===== src/rtl/dbg_loader_if.sv =====
// Host command/response channel for the debug loader.
// Host drives commands and response ready; the loader answers.
interface dbg_loader_if #(
    parameter int XLEN = 32
);
    logic            cmd_valid;
    logic            cmd_ready;
    logic [1:0]      cmd_op;
    logic [XLEN-1:0] cmd_addr;
    logic [XLEN-1:0] cmd_wdata;
    logic            rsp_valid;
    logic            rsp_ready;
    logic [XLEN-1:0] rsp_data;
    logic            rsp_err;

    modport master (
        output cmd_valid, cmd_op, cmd_addr, cmd_wdata, rsp_ready,
        input  cmd_ready, rsp_valid, rsp_data, rsp_err
    );

    modport slave (
        input  cmd_valid, cmd_op, cmd_addr, cmd_wdata, rsp_ready,
        output cmd_ready, rsp_valid, rsp_data, rsp_err
    );
endinterface


===== src/rtl/dbg_loader.sv =====
// Debug/load responder: imem writes, dmem/regfile readback, core run control.
// Owns core reset and the second ports of imem, dmem and register file.
module dbg_loader #(
    parameter int XLEN       = 32,
    parameter int IMEM_DEPTH = 256,
    parameter int DMEM_DEPTH = 256,
    parameter int RD_LAT     = 1
) (
    input  logic                          clk,
    input  logic                          rst,
    dbg_loader_if.slave                   bus,
    output logic                          core_rst,
    output logic                          imem_we,
    output logic [$clog2(IMEM_DEPTH)-1:0] imem_waddr,
    output logic [XLEN-1:0]               imem_wdata,
    output logic                          dmem_re,
    output logic [$clog2(DMEM_DEPTH)-1:0] dmem_raddr,
    input  logic [XLEN-1:0]               dmem_rdata,
    output logic [4:0]                    rf_raddr,
    input  logic [XLEN-1:0]               rf_rdata
);
    localparam int IW = $clog2(IMEM_DEPTH);
    localparam int DW = $clog2(DMEM_DEPTH);

    localparam logic [1:0] OP_IMEM = 2'b00;
    localparam logic [1:0] OP_DMEM = 2'b01;
    localparam logic [1:0] OP_REG  = 2'b10;
    localparam logic [1:0] OP_RUN  = 2'b11;

    typedef enum logic [2:0] {
        IDLE, CHECK, WRITE, RD_WAIT, RESP
    } state_t;

    state_t          state;
    logic [1:0]      op_q;
    logic [XLEN-1:0] addr_q;
    logic [XLEN-1:0] wdata_q;
    logic [2:0]      cnt;
    logic            rsp_valid_q;
    logic [XLEN-1:0] rsp_data_q;
    logic            rsp_err_q;

    logic [XLEN-1:0] widx;
    logic            mis;
    logic            err;

    assign bus.cmd_ready = (state == IDLE) && !rst;
    assign bus.rsp_valid = rsp_valid_q;
    assign bus.rsp_data  = rsp_data_q;
    assign bus.rsp_err   = rsp_err_q;

    // Memory ports are shared with the core, so only touch them while halted.
    always_comb begin
        widx = {2'b00, addr_q[XLEN-1:2]};
        mis  = |addr_q[1:0];
        err  = 1'b0;
        unique case (op_q)
            OP_IMEM: err = mis || (widx >= XLEN'(IMEM_DEPTH)) || !core_rst;
            OP_DMEM: err = mis || (widx >= XLEN'(DMEM_DEPTH)) || !core_rst;
            OP_REG:  err = !core_rst;
            OP_RUN:  err = 1'b0;
        endcase
    end

    always_ff @(posedge clk or posedge rst) begin
        if (rst) begin
            state       <= IDLE;
            core_rst    <= 1'b1;
            op_q        <= '0;
            addr_q      <= '0;
            wdata_q     <= '0;
            cnt         <= '0;
            rsp_valid_q <= 1'b0;
            rsp_data_q  <= '0;
            rsp_err_q   <= 1'b0;
            imem_we     <= 1'b0;
            imem_waddr  <= '0;
            imem_wdata  <= '0;
            dmem_re     <= 1'b0;
            dmem_raddr  <= '0;
            rf_raddr    <= '0;
        end else begin
            imem_we <= 1'b0;
            dmem_re <= 1'b0;
            unique case (state)
                IDLE: begin
                    if (bus.cmd_valid) begin
                        op_q     <= bus.cmd_op;
                        addr_q   <= bus.cmd_addr;
                        wdata_q  <= bus.cmd_wdata;
                        rf_raddr <= bus.cmd_addr[4:0];
                        state    <= CHECK;
                    end
                end
                CHECK: begin
                    rsp_err_q  <= err;
                    rsp_data_q <= '0;
                    if (err) begin
                        rsp_valid_q <= 1'b1;
                        state       <= RESP;
                    end else begin
                        unique case (op_q)
                            OP_IMEM: begin
                                imem_we    <= 1'b1;
                                imem_waddr <= addr_q[IW+1:2];
                                imem_wdata <= wdata_q;
                                state      <= WRITE;
                            end
                            OP_DMEM: begin
                                dmem_re    <= 1'b1;
                                dmem_raddr <= addr_q[DW+1:2];
                                cnt        <= '0;
                                state      <= RD_WAIT;
                            end
                            OP_REG: begin
                                rsp_data_q  <= (addr_q[4:0] == 5'd0) ? '0 : rf_rdata;
                                rsp_valid_q <= 1'b1;
                                state       <= RESP;
                            end
                            OP_RUN: begin
                                core_rst    <= ~wdata_q[0];
                                rsp_valid_q <= 1'b1;
                                state       <= RESP;
                            end
                        endcase
                    end
                end
                WRITE: begin
                    rsp_valid_q <= 1'b1;
                    state       <= RESP;
                end
                RD_WAIT: begin
                    // cnt==0 is the dmem_re cycle; data lands RD_LAT later.
                    if (cnt == 3'(RD_LAT)) begin
                        rsp_data_q  <= dmem_rdata;
                        rsp_valid_q <= 1'b1;
                        state       <= RESP;
                    end else begin
                        cnt <= cnt + 3'd1;
                    end
                end
                RESP: begin
                    if (bus.rsp_ready) begin
                        rsp_valid_q <= 1'b0;
                        state       <= IDLE;
                    end
                end
                default: state <= IDLE;
            endcase
        end
    end
endmodule


===== src/flat_wrapper.sv =====
// flat-port wrapper written by rule: the top's interface ports become plain ports
module dbg_loader_flat 
#(
    parameter int XLEN       = 32,
    parameter int IMEM_DEPTH = 256,
    parameter int DMEM_DEPTH = 256,
    parameter int RD_LAT     = 1
)
  (clk, rst, core_rst, imem_we, imem_waddr, imem_wdata, dmem_re, dmem_raddr, dmem_rdata, rf_raddr, rf_rdata, bus_cmd_valid, bus_cmd_op, bus_cmd_addr, bus_cmd_wdata, bus_rsp_ready, bus_cmd_ready, bus_rsp_valid, bus_rsp_data, bus_rsp_err);
  dbg_loader_if #(.XLEN(XLEN)) bus_i ();
  input  logic clk;
  input  logic rst;
  output logic core_rst;
  output logic imem_we;
  output logic [$clog2(IMEM_DEPTH)-1:0] imem_waddr;
  output logic [XLEN-1:0] imem_wdata;
  output logic dmem_re;
  output logic [$clog2(DMEM_DEPTH)-1:0] dmem_raddr;
  input  logic [XLEN-1:0] dmem_rdata;
  output logic [4:0] rf_raddr;
  input  logic [XLEN-1:0] rf_rdata;
  input wire logic [$bits(bus_i.cmd_valid)-1:0] bus_cmd_valid;
  input wire logic [$bits(bus_i.cmd_op)-1:0] bus_cmd_op;
  input wire logic [$bits(bus_i.cmd_addr)-1:0] bus_cmd_addr;
  input wire logic [$bits(bus_i.cmd_wdata)-1:0] bus_cmd_wdata;
  input wire logic [$bits(bus_i.rsp_ready)-1:0] bus_rsp_ready;
  output wire logic [$bits(bus_i.cmd_ready)-1:0] bus_cmd_ready;
  output wire logic [$bits(bus_i.rsp_valid)-1:0] bus_rsp_valid;
  output wire logic [$bits(bus_i.rsp_data)-1:0] bus_rsp_data;
  output wire logic [$bits(bus_i.rsp_err)-1:0] bus_rsp_err;
  assign bus_i.cmd_valid = bus_cmd_valid;
  assign bus_i.cmd_op = bus_cmd_op;
  assign bus_i.cmd_addr = bus_cmd_addr;
  assign bus_i.cmd_wdata = bus_cmd_wdata;
  assign bus_i.rsp_ready = bus_rsp_ready;
  assign bus_cmd_ready = bus_i.cmd_ready;
  assign bus_rsp_valid = bus_i.rsp_valid;
  assign bus_rsp_data = bus_i.rsp_data;
  assign bus_rsp_err = bus_i.rsp_err;
  dbg_loader #(.XLEN(XLEN), .IMEM_DEPTH(IMEM_DEPTH), .DMEM_DEPTH(DMEM_DEPTH), .RD_LAT(RD_LAT)) u_core (.clk(clk), .rst(rst), .bus(bus_i), .core_rst(core_rst), .imem_we(imem_we), .imem_waddr(imem_waddr), .imem_wdata(imem_wdata), .dmem_re(dmem_re), .dmem_raddr(dmem_raddr), .dmem_rdata(dmem_rdata), .rf_raddr(rf_raddr), .rf_rdata(rf_rdata));
endmodule

===== config.mk =====
export PLATFORM = sky130hd
export DESIGN_NAME = dbg_loader_flat
export DESIGN_NICKNAME = d
export VERILOG_FILES = /design/src/rtl/dbg_loader_if.sv /design/src/rtl/dbg_loader.sv /design/src/flat_wrapper.sv
export SDC_FILE = /design/constraint.sdc
export NUM_CORES = 1
export LEC_CHECK = 0
export ABC_CLOCK_PERIOD_IN_PS = 6200
export CORE_UTILIZATION = 45
export CTS_BUF_LIST = sky130_fd_sc_hd__clkbuf_16
export DETAILED_ROUTE_END_ITERATION = 8
export GPL_ROUTABILITY_DRIVEN = 0
export HOLD_SLACK_MARGIN = 0.12
export PLACE_DENSITY = 0.79
export SYNTH_ARGS = -nofsm -noshare
export SYNTH_HDL_FRONTEND = slang
export SYNTH_SLANG_ARGS = --single-unit

===== constraint.sdc =====
create_clock -name clk -period 6.2 [get_ports clk]
set_input_delay 0.93 -clock clk [delete_from_list [all_inputs] [get_ports clk]]
set_output_delay 0.93 -clock clk [all_outputs]
set_load 0.05 [all_outputs]

==> impl_metrics.json <==
{
  "fin_nets": 810,
  "worst_pin_slew_ns": 1.319,
  "dieArea_um2": 14500,
  "synth_fa_ha_area_share_pct": 0.3965,
  "place_area_um2": 8667,
  "synth_top_area_share_pct": 61.86,
  "synth_xor_area_share_pct": 0.1388,
  "setup_violations": 0,
  "cp.required_ns": 5.27,
  "clk_path_buf_depth": 2,
  "rsz0062_at_grt": "false",
  "synth-seq-cells": 157,
  "irDropWorstVdd_uv": 387.3,
  "dp_cells": 831,
  "yosysWarnings": 0,
  "drt_first_pass_iters": 4,
  "synth.yosys.seq_area_share_pct": 62.27,
  "finalHoldViolations": 0,
  "critPathKind": "input pin to primary output",
  "grt_max_degree": 101,
  "area_growth_pct": 46.15,
  "wl_per_cell_um": 16.97,
  "antenna_found_initial": 0,
  "cts_setup_buffers": 0,
  "drt_wl_total_um": 14640,
  "finClkSkew_ns": 0.02091,
  "finalCritPeriodShare_pct": 57.21,
  "start_util_pct": 46.91,
  "cts_repair_resize_count": 0,
  "max_freq_mhz": 281.9,
  "hold_buffers": 0,
  "h-tree-depth": 4,
  "cp.arrival_ns": 2.62,
  "cts_buffers": 17,
  "drcViolationCount": 0,
  "drive_gt1_share_pct": 22.13,
  "synth_area_um2": 6311,
  "grt_pass1_vias": 4758,
  "relSlewSlack_pct": 11.79,
  "ant_nets": 0,
  "final_common_cell": "clkdlybuf4s50_1",
  "drv_cap": 0,
  "ys_top_cells_by_area": "dfrtp_1, mux2_2, a22oi_1",
  "cp-start-kind": "input pin",
  "synth_simple_gate_area_share_pct": 6.344,
  "power_density_nw_per_um2": 441.2,
  "synth_compound_area_share_pct": 7.415,
  "clk_pin_slew_ns": 0.06,
  "leakage_nw": 3.893,
  "drt_iter0_markers": 138,
  "maxSlewViolCount": 0,
  "synthMuxAreaShare_pct": 20.32,
  "insertion_delay_ns": 0.43,
  "num_io_pins": 225,
  "numPortBuffers": 224,
  "path_max_fanout": 2,
  "mostFrequentLayoutCells": "clkdlybuf4s50_1, dfrtp_1, mux2_2",
  "status": "complete, no violations",
  "die_y_um": 120.4,
  "grt_pass1_wl_um": 23270,
  "hp-class": "flip-flop to flip-flop",
  "grt-ovfl-total": 0,
  "grt.total_usage_pct": 21.16,
  "rows": 42,
  "stdcell_area_um2": 9224,
  "die_w_um": 120.4,
  "dpl.hpwl_um": 10440,
  "antennaDiodeCount": 0,
  "layout.cells.non_filler": 863,
  "synth_nets": 594,
  "num_vias": 4501,
  "syn_area_per_cell_um2": 13.78,
  "placeableCoreArea_um2": 13450,
  "syn_inst": 458,
  "synth_cell_types": 36,
  "clock-root-buffer": "clkbuf_16",
  "cts_num_sinks": 157,
  "cp-end-kind": "primary output",
  "synth_top_area_cell": "dfrtp_1",
  "tritoncts": "built",
  "fin_crit_ns": 3.547,
  "via_per_inst": 5.216,
  "finalSetupTns_ns": 0,
  "synth_top_family_by_area": "multiplexers"
}
-- power breakdown --
| part | switching (mW) | internal, mW | total (mW) |
|---|---|---|---|
| Clock | 0.395 | 0.583 | 0.978 |
| Combinational | 0.876 | 0.630 | 1.51 |
| Sequential | 0.211 | 1.37 | 1.59 |
-- metrics by stage --
step                      util [%]  hold WS (ns)  worst slack (ns)  power, mW
after floorplan                  -        0.4011             1.037      2.618
after global placement       64.43        0.4298             2.652      3.050
after detailed placement     64.43        0.4363             2.615      3.122
after CTS                    68.56        0.4605             2.626      4.114
after global routing         68.56        0.4804             2.584      4.280
final                        68.56        0.4572             2.653      4.069
-- per-layer routing --
| metal | part of all wire (%) | GRT usage [%] | up-vias |
|---|---|---|---|
| met5 | 0 | 0 | - |
| met4 | 1.4 | 7.870 | 0 |
| met3 | 11 | 9.670 | 18 |
| met2 | 49 | 35.88 | 179 |
| met1 | 39 | 23.17 | 2218 |
| li1 | - | - | 2086 |
-- critical path, stage by stage --
cell and delay (ns):
clkdlybuf4s50_1 0.53, nor4_1 0.26, clkdlybuf4s50_1 0.89
-- cells in the mapped netlist, drive strengths merged --
cell	instances
dfrtp	156
mux2	113
nor2	36
a21oi	33
a22oi	32
clkbuf	18
buf	14
nor4	9
nand2	8
inv	4
nand3	4
nand2b	3
nor3	3
o21ai	3
ha	2
nand3b	2
nor4b	2
o41ai	2
or3	2
or4	2
a211oi	1
and2	1
and3b	1
dfstp	1
mux2i	1
nand4	1
o211ai	1
o22ai	1
o32ai	1
xor2	1
-- registers in the layout, indices dropped and copies added, names as in the netlist --
register              flops
u_core.imem_wdata        32
u_core.bus.rsp_valid      1
u_core.state              3
u_core.addr_q            32
u_core.wdata_q           32
u_core.dmem_re            1
u_core.dmem_raddr         8
u_core.imem_waddr         8
u_core.op_q               2
u_core.bus.rsp_data      32
u_core.core_rst           1
u_core.cnt                3
u_core.imem_we            1
u_core.bus.rsp_err        1
-- cell type report --
class | instances | area, um2
tap | 176 | 220.2
multi-input combinational | 265 | 2217
timing repair buffer | 229 | 2280
sequential | 157 | 3930
clock buffer | 17 | 425.4
inverter | 4 | 20.02
clock inverter | 15 | 131.4
fill | 979 | 4229
-- logic make-up after synthesis --
logic type,after synthesis
compound gates,74
xor+xnor,1
fa+ha+maj,2
buf+inv,36
flops,157
mux,114
simple gates,74
-- worst paths after layout --
check,slack [ns],cells past startpoint,to,start
setup / recovery,2.65,3,bus_cmd_ready,rst
hold / removal,0.46,1,u_core.core_rst$_DFFE_PP1P_,u_core.wdata_q[0]$_DFFE_PP0P_
setup reg to reg,3.19,5,u_core.imem_wdata[15]$_DFFE_PP0P_,u_core.addr_q[31]$_DFFE_PP0P_
hold reg to reg,0.46,1,u_core.core_rst$_DFFE_PP1P_,u_core.wdata_q[0]$_DFFE_PP0P_
max in group asynchronous,3.77,3,u_core.addr_q[22]$_DFFE_PP0P_,rst
min in group asynchronous,1.14,2,u_core.bus.rsp_data[1]$_DFFE_PP0P_,rst
No activity file was read; power rests on OpenSTA's default activity.
